$ cat src/rtl/lc3b_ctrl_pkg.sv
// LC-3b control unit shared types: opcodes, sequencer states, mux encodings.
// Latency: n/a (declarations only).
// Backpressure: n/a.
package lc3b_ctrl_pkg;

  localparam logic [3:0] OP_BR    = 4'b0000;
  localparam logic [3:0] OP_ADD   = 4'b0001;
  localparam logic [3:0] OP_LDB   = 4'b0010;
  localparam logic [3:0] OP_STB   = 4'b0011;
  localparam logic [3:0] OP_JSR   = 4'b0100;
  localparam logic [3:0] OP_AND   = 4'b0101;
  localparam logic [3:0] OP_LDW   = 4'b0110;
  localparam logic [3:0] OP_STW   = 4'b0111;
  localparam logic [3:0] OP_RTI   = 4'b1000;
  localparam logic [3:0] OP_XOR   = 4'b1001;
  localparam logic [3:0] OP_RSV_A = 4'b1010;
  localparam logic [3:0] OP_RSV_B = 4'b1011;
  localparam logic [3:0] OP_JMP   = 4'b1100;
  localparam logic [3:0] OP_SHF   = 4'b1101;
  localparam logic [3:0] OP_LEA   = 4'b1110;
  localparam logic [3:0] OP_TRAP  = 4'b1111;

  typedef enum logic [4:0] {
    IDLE, FETCH_A, FETCH_B, FETCH_C, DECODE, EXEC, BR, JMP, JSR_A, JSR_B,
    ADDR, ST_MDR, MEM_RD, MEM_WR, WB, TRAP_A, TRAP_B, TRAP_C, ILLEGAL, FAULT
  } state_t;

  typedef enum logic [1:0] {ALU_ADD, ALU_AND, ALU_XOR, ALU_PASSA} alu_k_t;
  typedef enum logic [1:0] {PC_PLUS2, PC_BUS, PC_ADDER} pc_mux_t;

  // RTI and the two reserved opcodes are never implemented; XOR and SHF are build options.
  function automatic logic is_legal(input logic [3:0] op, input logic en_xor, input logic en_shf);
    case (op)
      OP_RTI, OP_RSV_A, OP_RSV_B: is_legal = 1'b0;
      OP_XOR:                     is_legal = en_xor;
      OP_SHF:                     is_legal = en_shf;
      default:                    is_legal = 1'b1;
    endcase
  endfunction

endpackage

$ cat src/rtl/lc3b_mem_timer.sv
// Counts stalled memory cycles and flags when the stall budget is used up.
// Latency: timeout is a registered compare, valid in the cycle the count reaches the limit.
// Backpressure: none; counts every mem_en cycle without mem_ready, clears otherwise.
module lc3b_mem_timer #(
  parameter int MEM_TIMEOUT = 15,
  parameter int TO_W        = 4
) (
  input  logic clk,
  input  logic rst,
  input  logic mem_en,
  input  logic mem_ready,
  output logic timeout
);

  localparam logic [TO_W-1:0] TO_VAL = TO_W'(MEM_TIMEOUT);

  logic [TO_W-1:0] wait_cnt;

  // Stall counter: saturates at the limit (the sequencer leaves for FAULT there)
  // and clears whenever the access completes or no access is in flight.
  always_ff @(posedge clk or posedge rst) begin
    if (rst) begin
      wait_cnt <= '0;
    end else if (!mem_en || mem_ready) begin
      wait_cnt <= '0;
    end else if (wait_cnt != TO_VAL) begin
      wait_cnt <= wait_cnt + 1'b1;
    end
  end

  assign timeout = (wait_cnt == TO_VAL);

endmodule

$ cat src/rtl/lc3b_ctrl_fsm.sv
// Multi-cycle LC-3b sequencer: fetch/decode/execute/memory/writeback, Moore output decode.
// Latency: 5 cycles for single-cycle ops with zero-wait fetch; memory states add wait cycles.
// Backpressure: memory states hold until mem_ready; a stall past MEM_TIMEOUT parks in FAULT.
module lc3b_ctrl_fsm
  import lc3b_ctrl_pkg::*;
#(
  parameter int MEM_TIMEOUT = 15,
  parameter int TO_W        = 4,
  parameter int EN_XOR      = 1,
  parameter int EN_SHF      = 1
) (
  input  logic        clk,
  input  logic        rst,
  input  logic [15:0] ir,
  input  logic [2:0]  nzp,
  input  logic        mem_ready,
  output logic        ld_mar,
  output logic        ld_mdr,
  output logic        ld_ir,
  output logic        ld_pc,
  output logic        ld_reg,
  output logic        ld_cc,
  output logic        gate_pc,
  output logic        gate_alu,
  output logic        gate_mdr,
  output logic        gate_marmux,
  output logic        gate_shf,
  output logic [1:0]  pc_mux,
  output logic        addr_mux,
  output logic        mar_mux,
  output logic        sr2_mux,
  output logic        dr_r7,
  output logic [1:0]  alu_k,
  output logic        mem_en,
  output logic        mem_we,
  output logic        mem_byte,
  output logic        illegal_op,
  output logic        fault,
  output logic        retire
);

  state_t     state, next_state;
  logic       timeout;
  logic [3:0] op;
  logic       legal, is_store, is_byte;
  logic       unused_ir;

  assign op        = ir[15:12];
  assign legal     = is_legal(op, EN_XOR != 0, EN_SHF != 0);
  assign is_store  = (op == OP_STW) || (op == OP_STB);
  assign is_byte   = (op == OP_LDB) || (op == OP_STB);
  assign unused_ir = ^{ir[8:6], ir[4:0]};

  lc3b_mem_timer #(.MEM_TIMEOUT(MEM_TIMEOUT), .TO_W(TO_W)) u_timer (
    .clk       (clk),
    .rst       (rst),
    .mem_en    (mem_en),
    .mem_ready (mem_ready),
    .timeout   (timeout)
  );

  // State register; reset lands in IDLE immediately, even mid-access.
  always_ff @(posedge clk or posedge rst) begin
    if (rst) state <= IDLE;
    else     state <= next_state;
  end

  // Next-state selection and Moore output decode of the current state.
  always_comb begin
    next_state  = state;
    ld_mar      = 1'b0;
    ld_mdr      = 1'b0;
    ld_ir       = 1'b0;
    ld_pc       = 1'b0;
    ld_reg      = 1'b0;
    ld_cc       = 1'b0;
    gate_pc     = 1'b0;
    gate_alu    = 1'b0;
    gate_mdr    = 1'b0;
    gate_marmux = 1'b0;
    gate_shf    = 1'b0;
    pc_mux      = PC_PLUS2;
    addr_mux    = 1'b0;
    mar_mux     = 1'b0;
    sr2_mux     = 1'b0;
    dr_r7       = 1'b0;
    alu_k       = ALU_ADD;
    mem_en      = 1'b0;
    mem_we      = 1'b0;
    mem_byte    = 1'b0;
    illegal_op  = 1'b0;
    fault       = 1'b0;
    retire      = 1'b0;

    case (state)
      IDLE: next_state = FETCH_A;
      FETCH_A: begin
        ld_mar = 1'b1; gate_pc = 1'b1; ld_pc = 1'b1; pc_mux = PC_PLUS2;
        next_state = FETCH_B;
      end
      FETCH_B: begin
        mem_en = 1'b1; ld_mdr = mem_ready;
        if (mem_ready)    next_state = FETCH_C;
        else if (timeout) next_state = FAULT;
      end
      FETCH_C: begin
        gate_mdr = 1'b1; ld_ir = 1'b1;
        next_state = DECODE;
      end
      DECODE: begin
        if (!legal) next_state = ILLEGAL;
        else begin
          case (op)
            OP_ADD, OP_AND, OP_XOR, OP_SHF, OP_LEA: next_state = EXEC;
            OP_BR:                                  next_state = BR;
            OP_JMP:                                 next_state = JMP;
            OP_JSR:                                 next_state = JSR_A;
            OP_LDW, OP_LDB, OP_STW, OP_STB:         next_state = ADDR;
            OP_TRAP:                                next_state = TRAP_A;
            default:                                next_state = ILLEGAL;
          endcase
        end
      end
      EXEC: begin
        ld_reg = 1'b1; ld_cc = (op != OP_LEA); sr2_mux = ir[5]; retire = 1'b1;
        if (op == OP_SHF)      gate_shf = 1'b1;
        else if (op == OP_LEA) gate_marmux = 1'b1;
        else                   gate_alu = 1'b1;
        if (op == OP_AND)      alu_k = ALU_AND;
        else if (op == OP_XOR) alu_k = ALU_XOR;
        next_state = FETCH_A;
      end
      BR: begin
        pc_mux = PC_ADDER; ld_pc = |(ir[11:9] & nzp); retire = 1'b1;
        next_state = FETCH_A;
      end
      JMP: begin
        pc_mux = PC_BUS; ld_pc = 1'b1; retire = 1'b1;
        next_state = FETCH_A;
      end
      JSR_A: begin
        gate_pc = 1'b1; dr_r7 = 1'b1; ld_reg = 1'b1;
        next_state = JSR_B;
      end
      JSR_B: begin
        ld_pc = 1'b1; pc_mux = ir[11] ? PC_ADDER : PC_BUS; retire = 1'b1;
        next_state = FETCH_A;
      end
      ADDR: begin
        // Base register + offset forms the effective address.
        ld_mar = 1'b1; gate_marmux = 1'b1; addr_mux = 1'b1;
        next_state = is_store ? ST_MDR : MEM_RD;
      end
      ST_MDR: begin
        // Source register passes through the ALU onto the bus into MDR.
        ld_mdr = 1'b1; gate_alu = 1'b1; alu_k = ALU_PASSA;
        next_state = MEM_WR;
      end
      MEM_RD: begin
        mem_en = 1'b1; ld_mdr = mem_ready; mem_byte = is_byte;
        if (mem_ready)    next_state = (op == OP_TRAP) ? TRAP_C : WB;
        else if (timeout) next_state = FAULT;
      end
      MEM_WR: begin
        mem_en = 1'b1; mem_we = 1'b1; mem_byte = is_byte; retire = mem_ready;
        if (mem_ready)    next_state = FETCH_A;
        else if (timeout) next_state = FAULT;
      end
      WB: begin
        gate_mdr = 1'b1; ld_reg = 1'b1; ld_cc = 1'b1; retire = 1'b1;
        next_state = FETCH_A;
      end
      TRAP_A: begin
        ld_mar = 1'b1; mar_mux = 1'b1;
        next_state = TRAP_B;
      end
      TRAP_B: begin
        dr_r7 = 1'b1; ld_reg = 1'b1; gate_pc = 1'b1;
        next_state = MEM_RD;
      end
      TRAP_C: begin
        gate_mdr = 1'b1; ld_pc = 1'b1; pc_mux = PC_BUS; retire = 1'b1;
        next_state = FETCH_A;
      end
      ILLEGAL: begin
        illegal_op = 1'b1;
        next_state = FETCH_A;
      end
      FAULT: begin
        fault = 1'b1;
        next_state = FAULT;
      end
      default: next_state = IDLE;
    endcase
  end

endmodule

$ cat config.mk
export PLATFORM = sky130hd
export DESIGN_NAME = lc3b_ctrl_fsm
export DESIGN_NICKNAME = d
export VERILOG_FILES = /design/src/rtl/lc3b_ctrl_pkg.sv /design/src/rtl/lc3b_mem_timer.sv /design/src/rtl/lc3b_ctrl_fsm.sv
export SDC_FILE = /design/constraint.sdc
export NUM_CORES = 1
export LEC_CHECK = 0
export CORE_ASPECT_RATIO = 0.7
export CORE_MARGIN = 8
export CORE_UTILIZATION = 45
export CTS_CLUSTER_DIAMETER = 30
export DETAILED_ROUTE_END_ITERATION = 12
export DONT_BUFFER_PORTS = 1
export PLACE_DENSITY = 0.57
export SLEW_MARGIN = 0
export SYNTH_ARGS = -nofsm -noshare
export SYNTH_HDL_FRONTEND = slang
export SYNTH_SLANG_ARGS = --single-unit
$ cat constraint.sdc
create_clock -name clk -period 2.15 [get_ports clk]
set_input_delay 0.43 -clock clk [delete_from_list [all_inputs] [get_ports clk]]
set_output_delay 0.43 -clock clk [all_outputs]
set_load 0.05 [all_outputs]
* Yosys cells after proc, flatten, opt, wreduce, memory -nomap -nowiden
Memories as Yosys holds them, arrays and structs flattened.
Cells that the tools add are included.
** Cells by class
- Reduce and logical (&&, ||, !) cells :: 20
- Bitwise logic cells :: 1
- Mux-type cells :: 41
- Eq/ne operators :: 33
- $add $sub $neg :: 1
** Operator list (count)
- case mux 5 bit (13 select lines) :: 1
- == test 5 x 4 -> 1 bit (second input constant) :: 8
- == test 4 bit (second input constant) :: 8
- 2-to-1 mux 5 bit :: 6
- == test 5 x 3 -> 1 bit (second input constant) :: 4
- == test 5 bit (second input constant) :: 4
- 2-to-1 mux 1 bit :: 20
- OR reduction 3 bit :: 6
- case mux 1 bit (2 select lines) :: 6
- == test 5 x 2 -> 1 bit (second input constant) :: 2
- == test 4 x 2 -> 1 bit (second input constant) :: 2
- == test 4 x 3 -> 1 bit (second input constant) :: 2
- 2-to-1 mux 4 bit :: 2
- inequality test 4 bit (second input constant) :: 2
- OR reduction 2 bit :: 4
- OR reduction 4 bit :: 2
- OR reduction 8 bit :: 1
- 2-to-1 mux 2 bit :: 3
- case mux 2 bit (3 select lines) :: 1
- OR reduction 6 bit :: 1
- == test 5 x 1 -> 1 bit (second input constant) :: 1
- logical NOT 5 bit :: 1
- adder 4 x 1 -> 4 bit (second input constant) :: 1
- case mux 2 bit (2 select lines) :: 1
- other kinds (5) :: 7
** Storage, ports and cells
- Register bits after elaboration :: 9
- Output and inout bits :: 25
- Memory bits (read-only) :: 80
- Input bits :: 22
- Memories kept :: 1
- Logic and storage cells :: 99
** Memories
- (no name shown) :: words 16, bits a word 5, rd ports 1, clocked after memory_dff 0, write ports 0, line lc3b_ctrl_fsm.sv:113 : case (op)

* Depth between registers and ports, before layout
- Depth after elaboration :: 6
- Depth in mapped cells :: 6
- Gate-level depth less buffers :: 6

* Hierarchy
Synthesis repeated with hierarchy kept, for this count alone.
** Unflattened totals
- Cell total of the unflattened synthesis :: 190
- Area total of the unflattened synthesis :: 1402.6 µm²
** By module, submodules not included
- lc3b_ctrl_fsm :: instances 1, area an instance 1174.9 µm², cells each 169, seq. area each 125.1 µm²
- lc3b_mem_timer :: instances 1, area an instance 227.7 µm², cells each 21, seq. area each 100.1 µm²

* Worst setup path before layout
Ideal clock, no wire load.
- Kind :: register to output
- Start :: register state[3]
- End :: output port ld_ir
- Path buffers :: 3
- Stages on the path, launching flop included :: 5
- Data required time :: 1720 ps
- Arrival :: 2447 ps
- Path slack :: -727 ps
- Cells stage by stage :: dfrtp_1 > buf_2 > buf_4 > buf_2 > nor4_1
** Between the ends
- Cells in the longest elaborated chain, start to end :: 2
** Ends and longest elaborated chain
- start: declaration :: line lc3b_ctrl_fsm.sv:42 : state_t state, next_state;
- start signal: assignment :: line lc3b_ctrl_fsm.sv:65 : else state <= next_state;
- == test 5 x 2 -> 1 bit :: line lc3b_ctrl_fsm.sv:95 : case (state)
- 2-to-1 mux 1 bit :: line lc3b_ctrl_fsm.sv:95
- end: declaration :: line lc3b_ctrl_fsm.sv:19 : output logic ld_ir,
Every way passes these cells.

* Final worst setup path
- Start :: register state[3]
- End :: output port retire
** Between the ends
- Cells in the longest elaborated chain, start to end :: 3
- Elaborated cells between the ends (all ways) :: 9
- Those cells by class :: 7 x eq/ne; 1 x mux; 1 x reduce/logical
** Ends and longest elaborated chain
- == test 5 x 3 -> 1 bit, or another cell as far along :: line lc3b_ctrl_fsm.sv:95
- OR reduction 6 bit (no source line)
- case mux 1 bit (2 select lines) (*) :: line lc3b_ctrl_fsm.sv:95
- end: declaration :: line lc3b_ctrl_fsm.sv:39 : output logic retire
Every way passes the cells marked *; elsewhere a longest branch is shown, timed or not.

==> summary.md <==
| Metric | Value |
|---|---|
| Post-synthesis compound-gate area fraction | `28.3%` |
| Post-synth ARST share | `100%` |
| Pleak | `0.844 nW` |
| Clk_lat worst skew | `240 ps` |
| Cell repeated most along the worst path | `o21ai_1` |
| CP Class | `register to output port` |
| Data arrival, critical path | `1760 ps` |
| Cell taking the most area after synthesis | `dfrtp_1` |
| GRT Util Overall | `17.7%` |
| Synth Area in Simple Gates | `38.1%` |
| Synthesized Nets | `218` |
| Mapped Avg Cell Area | `7.01 µm²` |
| H-tree depth | `1` |
| Most frequent cells after synthesis | `25 x nor2_1, 15 x nand2_1, 13 x o21ai_0` |
| Fin. Hold Viols | `0` |
| Initial drt markers | `204` |
| Sequential share of the synthesized area | `16.9%` |
| Worst path bufs/invs | `2` |
| Worst hold path class | `primary input to asynchronous set/reset pin` |
| Critical path capture point type | `output port` |
| Total Power | `2.75 mW` |
| Starting Density | `47.5%` |
| Clk slew on worst S/H paths | `40 ps` |
| CTS max path bufs | `2` |
| Placed insts | `249` |
| Status | `finished with violations` |
| Post-DRT Antenna Nets | `0` |
| Root Driver | `clkbuf_8` |
| Vias per cell | `6.40` |
| Clock skew | `1.04 ps` |
| Wire per inst | `18.4 µm` |
| Setup TNS | `-41.5 ps` |
| Setup violators final | `1` |
| Min cycle time layout | `2190 ps` |
| Fmax | `0.456 GHz` |
| # port buffers | `0` |
| Top-count cell post-synth | `nor2_1` |
| DIE AREA | `0.00499 mm²` |
| # fillers | `221` |
| Final Net Count | `260` |
| Initial antenna violation count | `0` |
| RSZ-0062 raised after global routing | `yes` |
| CTS tree | `yes` |
| Critical Path Stages | `6` |
| Synth cell types | `52` |
| CP required | `1720 ps` |
| Dpl hpwl | `3.33 mm` |
| Yosys warnings | `0` |
| Period utilization | `102%` |
| Synth Flop Type | `dfrtp_1` |
| CP delay by family, top | `flip-flops` |
| Worst relative slew slack | `75.2%` |
| Area growth from synthesis to layout | `49.9%` |
| Largest net degree at the start of global routing | `32` |
| Largest family of logic cells by synthesized area | `simple AND/OR/NAND/NOR gates` |
| Post-synth EDFFs | `0` |
| Post-Synth XOR/XNOR Area | `2.63%` |
| Util after Layout | `71.3%` |
| Synth area leaders | `dfrtp_1 17%, nor2_1 7.0%, ha_1 5.6%` |
| Core area | `0.00280 mm²` |
| First-pass GRT wire length | `7.00 mm` |
| Worst slew pin tran | `371 ps` |
| Die W | `81.0 µm` |
| Yosys top cell area share | `16.9%` |
| Seq cells post-synth | `9` |
| Failing checks | `setup timing` |
| R2R depth | `6` |
| Vias in the first global route | `1468` |
| Share of layout cells above drive strength 1 | `35.5%` |
| Max-Cap Viols | `0` |
| DRC | `0` |
| Mapped Cells | `190` |
| Total gr overflow | `0` |
| Final Non-Filler Cells | `267` |
| Fin. max-slew vios | `0` |
| Setup crit start kind | `register` |
| Final setup margin | `-41.5 ps` |
| Post-Place Cell Area | `0.00175 mm²` |
| Die H | `61.5 µm` |
| Top Ports | `47` |
| Final GP Congestion | `0.869` |
| Num CTS Buffers | `3` |
| # diodes | `0` |
| Crit path cell chain | `buf_12, or3b_4, o21ai_1, a21oi_1, o21ai_1, buf_6` |
| Routed wire length | `4.93 mm` |
| CTS Sinks | `9` |
| Final Cell Area | `0.00200 mm²` |
| Adder-Cell Fraction of Synth Area | `5.63%` |
| Biggest cell delay along the critical path | `420 ps` |
| Peak VDD IR | `0.000648 V` |
| Cell row count | `16` |
| Drt pass-1 iters | `4` |
| Vias | `1708` |
| Post-synthesis mux area share | `0.751%` |
| PwrDens | `1380 mW/mm²` |
| Max Fanout on Critical Path | `6` |
| Slowest-stage cell, CP | `dfrtp_2` |
| Synthesized area | `0.00133 mm²` |
[sequential cells by signal (all words and copies together), names as in the netlist]
register          flops
u_timer.wait_cnt      4
state                 5
[metrics by stage]
| stage | setup slack [ps] | hold WS [ps] |
|---|---|---|
| after floorplan | -320 | 258 |
| after global placement | 242 | 299 |
| after detailed placement | 195 | 316 |
| after CTS | 6.19 | 66.9 |
| after global routing | -82.9 | 76.6 |
| final | -41.5 | 52.2 |
[report_power, final]
group | switching, mW | internal, mW | total (mW)
clock | 0.0697 | 0.129 | 0.199
sequential | 0.0934 | 0.217 | 0.311
combinational | 1.28 | 0.970 | 2.24
total | 1.44 | 1.32 | 2.75
[cell families after synthesis]
logic type                 count (synthesis)
muxes                                      1
DFF                                        9
buffers and inverters                     22
and+or+nand+nor                           94
AOI/OAI and AO/OA                         54
xor gates and xnor gates                   4
adders and majority gates                  6
[cell usage in the layout (no fill, tap or decap), drive strengths merged, types with 5 or more instances in the layout]
master,n
o21ai,15
clkbuf,6
a31oi,6
nand2b,9
nor3,5
dfrtp,9
ha,6
nor2,25
nor2b,7
nand2,15
inv,7
a21oi,8
nand3,12
buf,50
[repair_timing]
action                                 CTS  global route
cloned                                   0             2
gates resized for setup                  4            12
buffers inserted                         0            12
setup endpoints to repair                8            14
pin swaps                                0             2
endpoints found under the hold margin    0             0
hold buffers                             0             0
[worst register-to-register path: stages, from the launching register on]
cell and delay, ps:
dfrtp_2 420, buf_12 150, or4b_4 550, a21oi_4 170, buf_12 160, nand2b_2 100
nor3_2 210
[path summary, 6_finish.rpt]
kind | from | endpoint | slack, ps
max | state[3] | retire | -40
min | rst | u_timer.wait_cnt[2] | 50
max reg2reg | state[3] | u_timer.wait_cnt[3] | 310
min reg2reg | u_timer.wait_cnt[1] | u_timer.wait_cnt[1] | 610
max in group asynchronous | rst | state[3] | 1810
min in group clk | mem_ready | u_timer.wait_cnt[2] | 430
[final cells by class]
class / count / area (µm²) / share of cell area, %
inverters: 7 / 26.3 / 1.32
well taps: 36 / 45.0 / 2.26
flip-flops and latches: 9 / 230 / 11.5
multi-input cells: 159 / 1100 / 54.9
repair buffers: 52 / 553 / 27.7
clock buffers: 4 / 45.0 / 2.26
[layer usage]
metal | share of wire (%) | track usage [%] | vias to the layer above
met4 | 2.7 | 5.06 | 0
met2 | 44 | 28.2 | 106
li1 | - | - | 785
met1 | 42 | 22.9 | 799
met5 | 0 | 0 | -
met3 | 11 | 4.81 | 18
No activity file was read; power rests on OpenSTA's default activity.
